<file path="config.mk">
export PLATFORM = sky130hd
export DESIGN_NAME = stopwatch_ctrl_flat
export DESIGN_NICKNAME = d
export VERILOG_FILES = /design/src/rtl/stopwatch_ctrl_if.sv /design/src/rtl/stopwatch_ctrl.sv /design/src/flat_wrapper.sv
export SDC_FILE = /design/constraint.sdc
export NUM_CORES = 1
export LEC_CHECK = 0
export ABC_AREA = 1
export BUFFER_PORTS_ARGS = -buffer_cell sky130_fd_sc_hd__buf_2
export CAP_MARGIN = 0
export CORE_UTILIZATION = 50
export DETAILED_ROUTE_END_ITERATION = 8
export PLACE_DENSITY = 0.87
export SETUP_SLACK_MARGIN = 0.05
export SLEW_MARGIN = 5
export SYNTH_ARGS = -nofsm -noshare
export SYNTH_HDL_FRONTEND = slang
export SYNTH_SLANG_ARGS = --single-unit
</file>
<file path="constraint.sdc">
create_clock -name clk -period 4.35 [get_ports clk]
set_input_delay 0.2175 -clock clk [delete_from_list [all_inputs] [get_ports clk]]
set_output_delay 0.2175 -clock clk [all_outputs]
set_load 0.03 [all_outputs]
</file>
<file path="src/rtl/stopwatch_ctrl_if.sv">
// Panel/display bundle for stopwatch_ctrl.
// master: button debouncers + display driver side (drives commands, reads count).
// slave : the stopwatch_ctrl block itself.
interface stopwatch_ctrl_if;
    logic        start;
    logic        stop;
    logic        rst_cnt;
    logic        lap;
    logic [15:0] bcd;
    logic [15:0] disp;
    logic        running;
    logic        ovf;
    logic [1:0]  state;

    modport master (
        output start, stop, rst_cnt, lap,
        input  bcd, disp, running, ovf, state
    );

    modport slave (
        input  start, stop, rst_cnt, lap,
        output bcd, disp, running, ovf, state
    );
endinterface

</file>
<file path="src/rtl/stopwatch_ctrl.sv">
// Run-control sequencer for a four-digit cascaded BCD stopwatch.
// A prescaler divides clk by DIV into count ticks; an FSM handles
// start/stop/clear/lap; digits ripple carries and flag the 9999->0000 wrap.
// Optional feature macro: STOPWATCH_LAP_EN (lap freeze of the display bus).
module stopwatch_ctrl #(
    parameter int DIV = 10
) (
    input  logic             clk,
    input  logic             clr,
    stopwatch_ctrl_if.slave  sw
);

    localparam int PW = (DIV > 1) ? $clog2(DIV) : 1;
    localparam logic [PW-1:0] P_LAST = PW'(DIV - 1);

    typedef enum logic [1:0] {
        S_IDLE  = 2'd0,
        S_RUN   = 2'd1,
        S_PAUSE = 2'd2,
        S_LAP   = 2'd3
    } state_t;

    state_t          r_state;
    logic [PW-1:0]   r_presc;
    logic [15:0]     r_bcd;
    logic            r_running;
    logic            r_ovf;
`ifdef STOPWATCH_LAP_EN
    logic [15:0]     r_cap;
`endif

    logic            w_counting;
    logic            w_tick;
    logic            w_wrap;
    logic [15:0]     w_bcd_next;

    assign w_counting = (r_state == S_RUN) || (r_state == S_LAP);
    assign w_tick     = w_counting && (r_presc == P_LAST);
    assign w_wrap     = (r_bcd == 16'h9999);

    // Next digit values for one tick: digit i advances when all lower digits read 9.
    always_comb begin
        logic v_carry;
        // NOTE: every always_comb output gets a default first so no latch is inferred.
        w_bcd_next = r_bcd;
        v_carry    = 1'b1;
        for (int i = 0; i < 4; i++) begin
            if (v_carry) begin
                // Codes 10..15 cannot occur, but fold them to 0 rather than 10+.
                w_bcd_next[4*i +: 4] = (r_bcd[4*i +: 4] >= 4'd9) ? 4'd0
                                                                  : r_bcd[4*i +: 4] + 4'd1;
            end
            v_carry = v_carry && (r_bcd[4*i +: 4] == 4'd9);
        end
    end

    // FSM, prescaler, digit chain and registered status outputs.
    always_ff @(posedge clk or negedge clr) begin
        if (!clr) begin
            // NOTE: sequential state uses non-blocking assignments so every flop
            // samples pre-edge values regardless of statement order.
            r_state   <= S_IDLE;
            r_presc   <= '0;
            r_bcd     <= '0;
            r_running <= 1'b0;
            r_ovf     <= 1'b0;
`ifdef STOPWATCH_LAP_EN
            r_cap     <= '0;
`endif
        end else begin
            r_ovf <= 1'b0;

            // Counting work keys off the pre-edge state, so a tick coinciding
            // with stop still lands.
            if (w_counting) begin
                r_presc <= w_tick ? '0 : r_presc + PW'(1);
                if (w_tick) begin
                    r_bcd <= w_bcd_next;
                    r_ovf <= w_wrap;
                end
            end

            case (r_state)
                S_IDLE: begin
                    if (sw.rst_cnt) begin
                        r_bcd <= '0;
                    end else if (sw.start) begin
                        r_state   <= S_RUN;
                        r_running <= 1'b1;
                        r_presc   <= '0;
                    end
                end
                S_RUN: begin
                    if (sw.stop) begin
                        r_state   <= S_PAUSE;
                        r_running <= 1'b0;
                    end
`ifdef STOPWATCH_LAP_EN
                    else if (sw.lap) begin
                        r_state <= S_LAP;
                        r_cap   <= r_bcd;
                    end
`endif
                end
`ifdef STOPWATCH_LAP_EN
                S_LAP: begin
                    if (sw.stop) begin
                        r_state   <= S_PAUSE;
                        r_running <= 1'b0;
                    end else if (sw.lap) begin
                        r_state <= S_RUN;
                    end
                end
`endif
                S_PAUSE: begin
                    if (sw.rst_cnt) begin
                        r_state <= S_IDLE;
                        r_bcd   <= '0;
                        r_presc <= '0;
                    end else if (sw.start) begin
                        // Prescaler phase is kept so resume continues mid-period.
                        r_state   <= S_RUN;
                        r_running <= 1'b1;
                    end
                end
                default: begin
                    r_state   <= S_IDLE;
                    r_running <= 1'b0;
                end
            endcase
        end
    end

    assign sw.bcd     = r_bcd;
    assign sw.running = r_running;
    assign sw.ovf     = r_ovf;
    assign sw.state   = r_state;
`ifdef STOPWATCH_LAP_EN
    // Display shows the lap snapshot only while in LAP; live count otherwise.
    assign sw.disp    = (r_state == S_LAP) ? r_cap : r_bcd;
`else
    assign sw.disp    = r_bcd;
`endif

endmodule

</file>
<file path="src/flat_wrapper.sv">
// flat-port wrapper written by rule: the top's interface ports become plain ports
module stopwatch_ctrl_flat 
#(
    parameter int DIV = 10
)
  (clk, clr, sw_start, sw_stop, sw_rst_cnt, sw_lap, sw_bcd, sw_disp, sw_running, sw_ovf, sw_state);
  stopwatch_ctrl_if sw_i ();
  input  logic clk;
  input  logic clr;
  input wire logic [$bits(sw_i.start)-1:0] sw_start;
  input wire logic [$bits(sw_i.stop)-1:0] sw_stop;
  input wire logic [$bits(sw_i.rst_cnt)-1:0] sw_rst_cnt;
  input wire logic [$bits(sw_i.lap)-1:0] sw_lap;
  output wire logic [$bits(sw_i.bcd)-1:0] sw_bcd;
  output wire logic [$bits(sw_i.disp)-1:0] sw_disp;
  output wire logic [$bits(sw_i.running)-1:0] sw_running;
  output wire logic [$bits(sw_i.ovf)-1:0] sw_ovf;
  output wire logic [$bits(sw_i.state)-1:0] sw_state;
  assign sw_i.start = sw_start;
  assign sw_i.stop = sw_stop;
  assign sw_i.rst_cnt = sw_rst_cnt;
  assign sw_i.lap = sw_lap;
  assign sw_bcd = sw_i.bcd;
  assign sw_disp = sw_i.disp;
  assign sw_running = sw_i.running;
  assign sw_ovf = sw_i.ovf;
  assign sw_state = sw_i.state;
  stopwatch_ctrl #(.DIV(DIV)) u_core (.clk(clk), .clr(clr), .sw(sw_i));
endmodule
</file>
# Yosys cells after proc, flatten, opt, wreduce, memory -nomap -nowiden
# Index checks and enable logic that the tools add are counted.
[classes]
addsub = 5
n_reduce_logical = 8
eq_ne = 12
mux = 28
n_lt_le_gt_ge = 4
[ops]
columns = ["cell", "n"]
rows = [
  ["$mux 16", 4],
  ["$mux 4", 12],
  ["$add 4x1->4 const B", 5],
  ["$eq 16x16->1 const B", 1],
  ["$eq 4x4->1 const B", 4],
  ["$ge 4x4->1 const B", 4],
  ["$mux 2", 4],
  ["$pmux 4 s2", 1],
  ["$ne 2x2->1 const B", 3],
  ["$pmux 2 s3", 1],
  ["$mux 1", 5],
  ["$eq 2x2->1 const B", 2],
  ["$logic_and 1x1->1", 3],
  ["$reduce_and 3->1", 1],
  ["$eq 2x1->1 const B", 1],
  ["$logic_not 2->1", 1],
  ["$ne 2x1->1 const B", 1],
  ["$pmux 1 s2", 1],
  ["$reduce_and 2->1", 1],
  ["$reduce_or 2->1", 1],
  ["$logic_or 1x1->1", 1],
]
[totals]
output_inout_bits = 36
regBits = 24
inputBits = 6
elab_cells = 62

# Depth between registers and ports, before layout
[logic_depth]
depth_word = 8
mapped_depth = 10
ltp_nobuf = 10

# Worst setup path after synthesis
# No wires, ideal clock.
[synth_timing]
path_kind = "flip-flop to flip-flop"
from = "register u_core.r_bcd[1], in the netlist u_core.sw.bcd[1]"
to = "register u_core.r_bcd[15], in the netlist u_core.sw.bcd[15]"
setup_ns = 0.117
setup_slack_ns = 2.770
n_path_buf = 0
synth_period_minus_slack_ns = 1.580
stages_incl_launch_ff = 10
t_required_ns = 4.233
arrival_time_ns = 1.463
cell_sequence = "dfrtp_1 inv_1 ha_1 nand2_2 nor2_4 nand2_2 nor2_4 nand3_1 nand3_1 nand2_1"
[synth_between]
elab_chain_len = 8
[synth_lines]
columns = ["element", "line_no", "text"]
rows = [
  ["from (decl)", "stopwatch_ctrl.sv:25", "logic [15:0] r_bcd;"],
  ["from (signal assigned)", "stopwatch_ctrl.sv:78", "r_bcd <= w_bcd_next;"],
  ["$eq 4x4->1 *", "stopwatch_ctrl.sv:53", "v_carry = v_carry && (r_bcd[4*i +: 4] == 4'd9);"],
  ["$logic_and 1x1->1 * (2 in series)", "stopwatch_ctrl.sv:53", ""],
  ["$mux 4 *", "stopwatch_ctrl.sv:48", "if (v_carry) begin"],
  ["$mux 16 *", "stopwatch_ctrl.sv:77", "if (w_tick) begin"],
  ["$mux 16 *", "stopwatch_ctrl.sv:75", "if (w_counting) begin"],
  ["$mux 16", "stopwatch_ctrl.sv:85, stopwatch_ctrl.sv:116", ""],
  ["$mux 16 *", "-", ""],
]
# Mark *: on every way between the ends. The rest lies on a longest branch, timed or not.
# A chain may end at the register's enable or synchronous reset.

# Final worst setup path
[layout_timing]
from = "register u_core.r_state[0], in the netlist u_core.sw.state[0]"
to = "register u_core.r_bcd[14], in the netlist u_core.sw.bcd[14]"
[layout_between]
elab_chain_len = 7
elab_cells_between_ends = 11
classes_between = "3 x eq/ne; 4 x mux; 4 x reduce/logical"
[layout_lines]
columns = ["element", "line_no", "text"]
rows = [
  ["from (decl)", "stopwatch_ctrl.sv:23", "state_t r_state;"],
  ["from (signal assigned)", "stopwatch_ctrl.sv:62", "r_state <= S_IDLE;"],
  ["from (signal assigned)", "stopwatch_ctrl.sv:88", "r_state <= S_RUN;"],
  ["from (signal assigned)", "stopwatch_ctrl.sv:95", "r_state <= S_PAUSE;"],
  ["$eq 2x1->1 or $eq 2x2->1 (tied branches)", "stopwatch_ctrl.sv:37", "assign w_counting = (r_state == S_RUN) || (r_state == S_LAP);"],
  ["$logic_or 1x1->1", "stopwatch_ctrl.sv:37", ""],
  ["$logic_and 1x1->1", "stopwatch_ctrl.sv:38", "assign w_tick = w_counting && (r_presc == P_LAST);"],
  ["$mux 16", "stopwatch_ctrl.sv:77", ""],
  ["$mux 16", "stopwatch_ctrl.sv:75", ""],
  ["$mux 16", "stopwatch_ctrl.sv:85, stopwatch_ctrl.sv:116", ""],
  ["$mux 16 *", "-", ""],
]
# Marks and branches as above.

==> metrics.csv <==
stage;metric;value;unit
timing;max_slew headroom;0.6344;
finish;Area Growth Syn to Fin;9.064;%
finish;multi-input logic area;822.0;um^2
routing;drt drc;0;
clocking;clk sinks;24;
yosys;Post-synth top cells;nand2_1 (41), nand3_1 (26), dfrtp_1 (24), inv_1 (24), buf_4 (17);
timing;Final Setup Violations;0;
worst_setup_path;worst setup path class;register to register;
yosys;syn_area_per_cell;7.916;um^2
placed_design;post-DP HPWL;2411;um
clocking;root buf cell;clkbuf_4;
clocking;H-tree levels;1;
clocking;CTS tree;done;
pwr;Overall Power;502.4;uW
worst_setup_path;peak fanout along the critical path;17;
yosys;Mapped Cells;211;
clocking;post-CTS setup buffer count;0;
clocking;CTS Buffer Depth;2;
finish;Fill cells;305;
pwr;P_leak;0.9536;nW
worst_setup_path;worst endpoint required time;4580;ps
yosys;Synth Area in Compound Gates;0.07865;
yosys;net count after synthesis;231;
worst_setup_path;element type at the critical path end;register;
routing;Via Count;1452;
yosys;main combinational cell family by area after synthesis;simple AND/OR/NAND/NOR gates;
yosys;Post-synth EDFFs;0;
routing;Routed Antenna Nets;0;
yosys;post-synth top area cell;dfrtp_1;
yosys;most common cell in the netlist;nand2_1;
timing;Final TNS setup;0;ps
yosys;Synth area leaders;dfrtp_1 (36%), ha_1 (10%), nand2_1 (9.2%);
timing;Worst Tran Pin Value;548.5;ps
yosys;prevailing post-synth register cell;dfrtp_1;
yosys;register area share after synthesis;0.3596;
yosys;Yosys warning count;0;
timing;Slew Viols, Final;0;
yosys;Synth Area in Simple Gates;0.2876;
hold_path;Hold WC Path Type;input pin to register;
floorplanning;Initial Util;0.5383;
pwr;Max VDD drop;292.9;uV
grt;Remaining Overflow, GRT;0;
run;max_cap viols;0;
yosys;adder-cell share of the synthesized area;0.1049;
timing;Fmax achieved;558.5;MHz
worst_setup_path;Worst Path Arrival;2020;ps
routing;Pre-antenna DRT Iters;4;
grt;global router's overall resource usage;0.2005;
clocking;worst skew pair latency;320;ps
grt;initial antenna violation count;0;
grt;largest net degree at the start of global routing;25;
grt;number of global-route vias before repair;1265;
routing;Via density;5.167;
yosys;Synth Cell Area;1670;um^2
finish;Reg area;600.6;um^2
clocking;Worst-path clk slew;130;ps
yosys;asr flop ratio synth;1.000;
finish;# diodes;0;
run_status;status;complete, no violations;
timing;final cycle utilization of the critical path;0.4116;
floorplanning;core area;3103;um^2
yosys;Synth top area share;0.3596;
clocking;CTS buffer count;3;
grt;first-pass GRT wire length;5464;um
placed_design;gpl congestion;0.8193;
yosys;Netlist cell types;25;
yosys;mux cell area share after synthesis;0;
pwr;pwr/cell area;275.8;nW/um^2
timing;setup repair after global routing missed its margin;false;
placed_design;Port Buffers;40;
yosys;#FFs+latches synth;24;
floorplanning;Die Wd;59.80;um
timing;fin crit period;1790;ps
routing;wirelength, routed;3287;um
finish;ratio of cells with drive above 1 in the final layout;0.2363;
floorplanning;die footprint;3576;um^2
routing;DR WL/cell;11.70;um
routing;Iter 0 DRT Violations;55;
floorplanning;Rows;20;
timing;Final Hold Vio Count;0;
floorplanning;Die H;59.80;um
worst_setup_path;CP startpoint kind;register;
timing;setup skew after layout;1.913;ps
floorplanning;I/O pin cnt;42;
finish;Final nets;258;
yosys;xor/xnor share of the synthesized area;0.02097;
==> layout make-up <==
type,count,share of cell area
multi-input combinational,142,0.4512
sequential,24,0.3297
timing repair buffer,41,0.1154
inverter,26,0.05357
tap,44,0.03022
clock buffer,4,0.01992
==> stage by stage <==
| stage | worst slack [ps] | hold slack [ps] | std cells | util | cell area [um^2] |
|---|---|---|---|---|---|
| 6_report | 2560 | 149.9 | 281 | 0.5871 | 1822 |
| 5_1_grt | 2356 | 176.8 | 281 | 0.5871 | 1822 |
| 4_1_cts | 2596 | 146.2 | 281 | 0.5871 | 1822 |
| 3_5_place_dp | 2630 | 232.1 | 276 | 0.5722 | 1775 |
| 3_3_place_gp | 2655 | 226.1 | 276 | 0.5722 | 1775 |
| 2_1_floorplan | 2770 | -78.09 | 211 | - | 1670 |
==> layout by cell type, fill, tap and decap left out, types with 4 or more instances in the layout <==
| cell type | instances |
|---|---|
| nor3_1 | 6 |
| nor2_1 | 16 |
| nand2_1 | 41 |
| nand3_1 | 26 |
| o21ai_1 | 4 |
| o21ai_0 | 12 |
| xor2_1 | 4 |
| buf_2 | 40 |
| dfrtp_1 | 24 |
| a21oi_1 | 4 |
| inv_1 | 24 |
| ha_1 | 14 |
==> worst max-delay path, cell delays in order (launching register included) <==
cell     delay, ps
dfrtp_1        710
inv_2          210
nor2_4         330
nand3_1        210
nand2_1        100
nand2_1         60
nand2_1         60
inv_1           30
==> registers in the layout, summed over array words and instances, names as in the netlist <==
name / cells
u_core.r_presc: 4
u_core.sw.bcd: 16
u_core.sw.ovf: 1
u_core.sw.running: 1
u_core.sw.state: 2
==> final timing paths <==
path | cells after the start | to | start | slack [ps]
setup / recovery | 7 | u_core.sw.bcd[14] | u_core.sw.state[0] | 2560
hold / removal | 4 | u_core.sw.state[0] | sw_stop | 150
setup reg to reg | 7 | u_core.sw.bcd[14] | u_core.sw.state[0] | 2560
hold reg to reg | 2 | u_core.sw.running | u_core.sw.running | 520
max in group asynchronous | 2 | u_core.sw.bcd[2] | clr | 3600
min in group asynchronous | 2 | u_core.r_presc[3] | clr | 400
==> power breakdown <==
group | switching, mW | internal (mW)
registers | 0.0260 | 0.244
logic | 0.0789 | 0.0355
clock network | 0.0671 | 0.0512
total | 0.172 | 0.330
==> layer usage <==
metal / track usage / up-vias / wire length (um)
met5: 0 / - / 0
met1: 0.2797 / 673 / 1530
met2: 0.3159 / 45 / 1589
met4: 0.08306 / 0 / 38
met3: 0.02165 / 5 / 129
li1: - / 729 / -
==> cell families (layout without fill, tap and decap cells) <==
kind of cell / Yosys count / count (layout)
xor+xnor: 4 / 4
flops: 24 / 24
buf+inv: 45 / 71
compound gates: 24 / 24
fa+ha+maj: 14 / 14
simple gates: 100 / 100
==> timing repair <==
action / in CTS / in global routing
hold endpoints to repair: 24 / 0
hold buffers: 1 / 0
gates resized for setup: 0 / 0
Power figures use the tool's default switching activity.
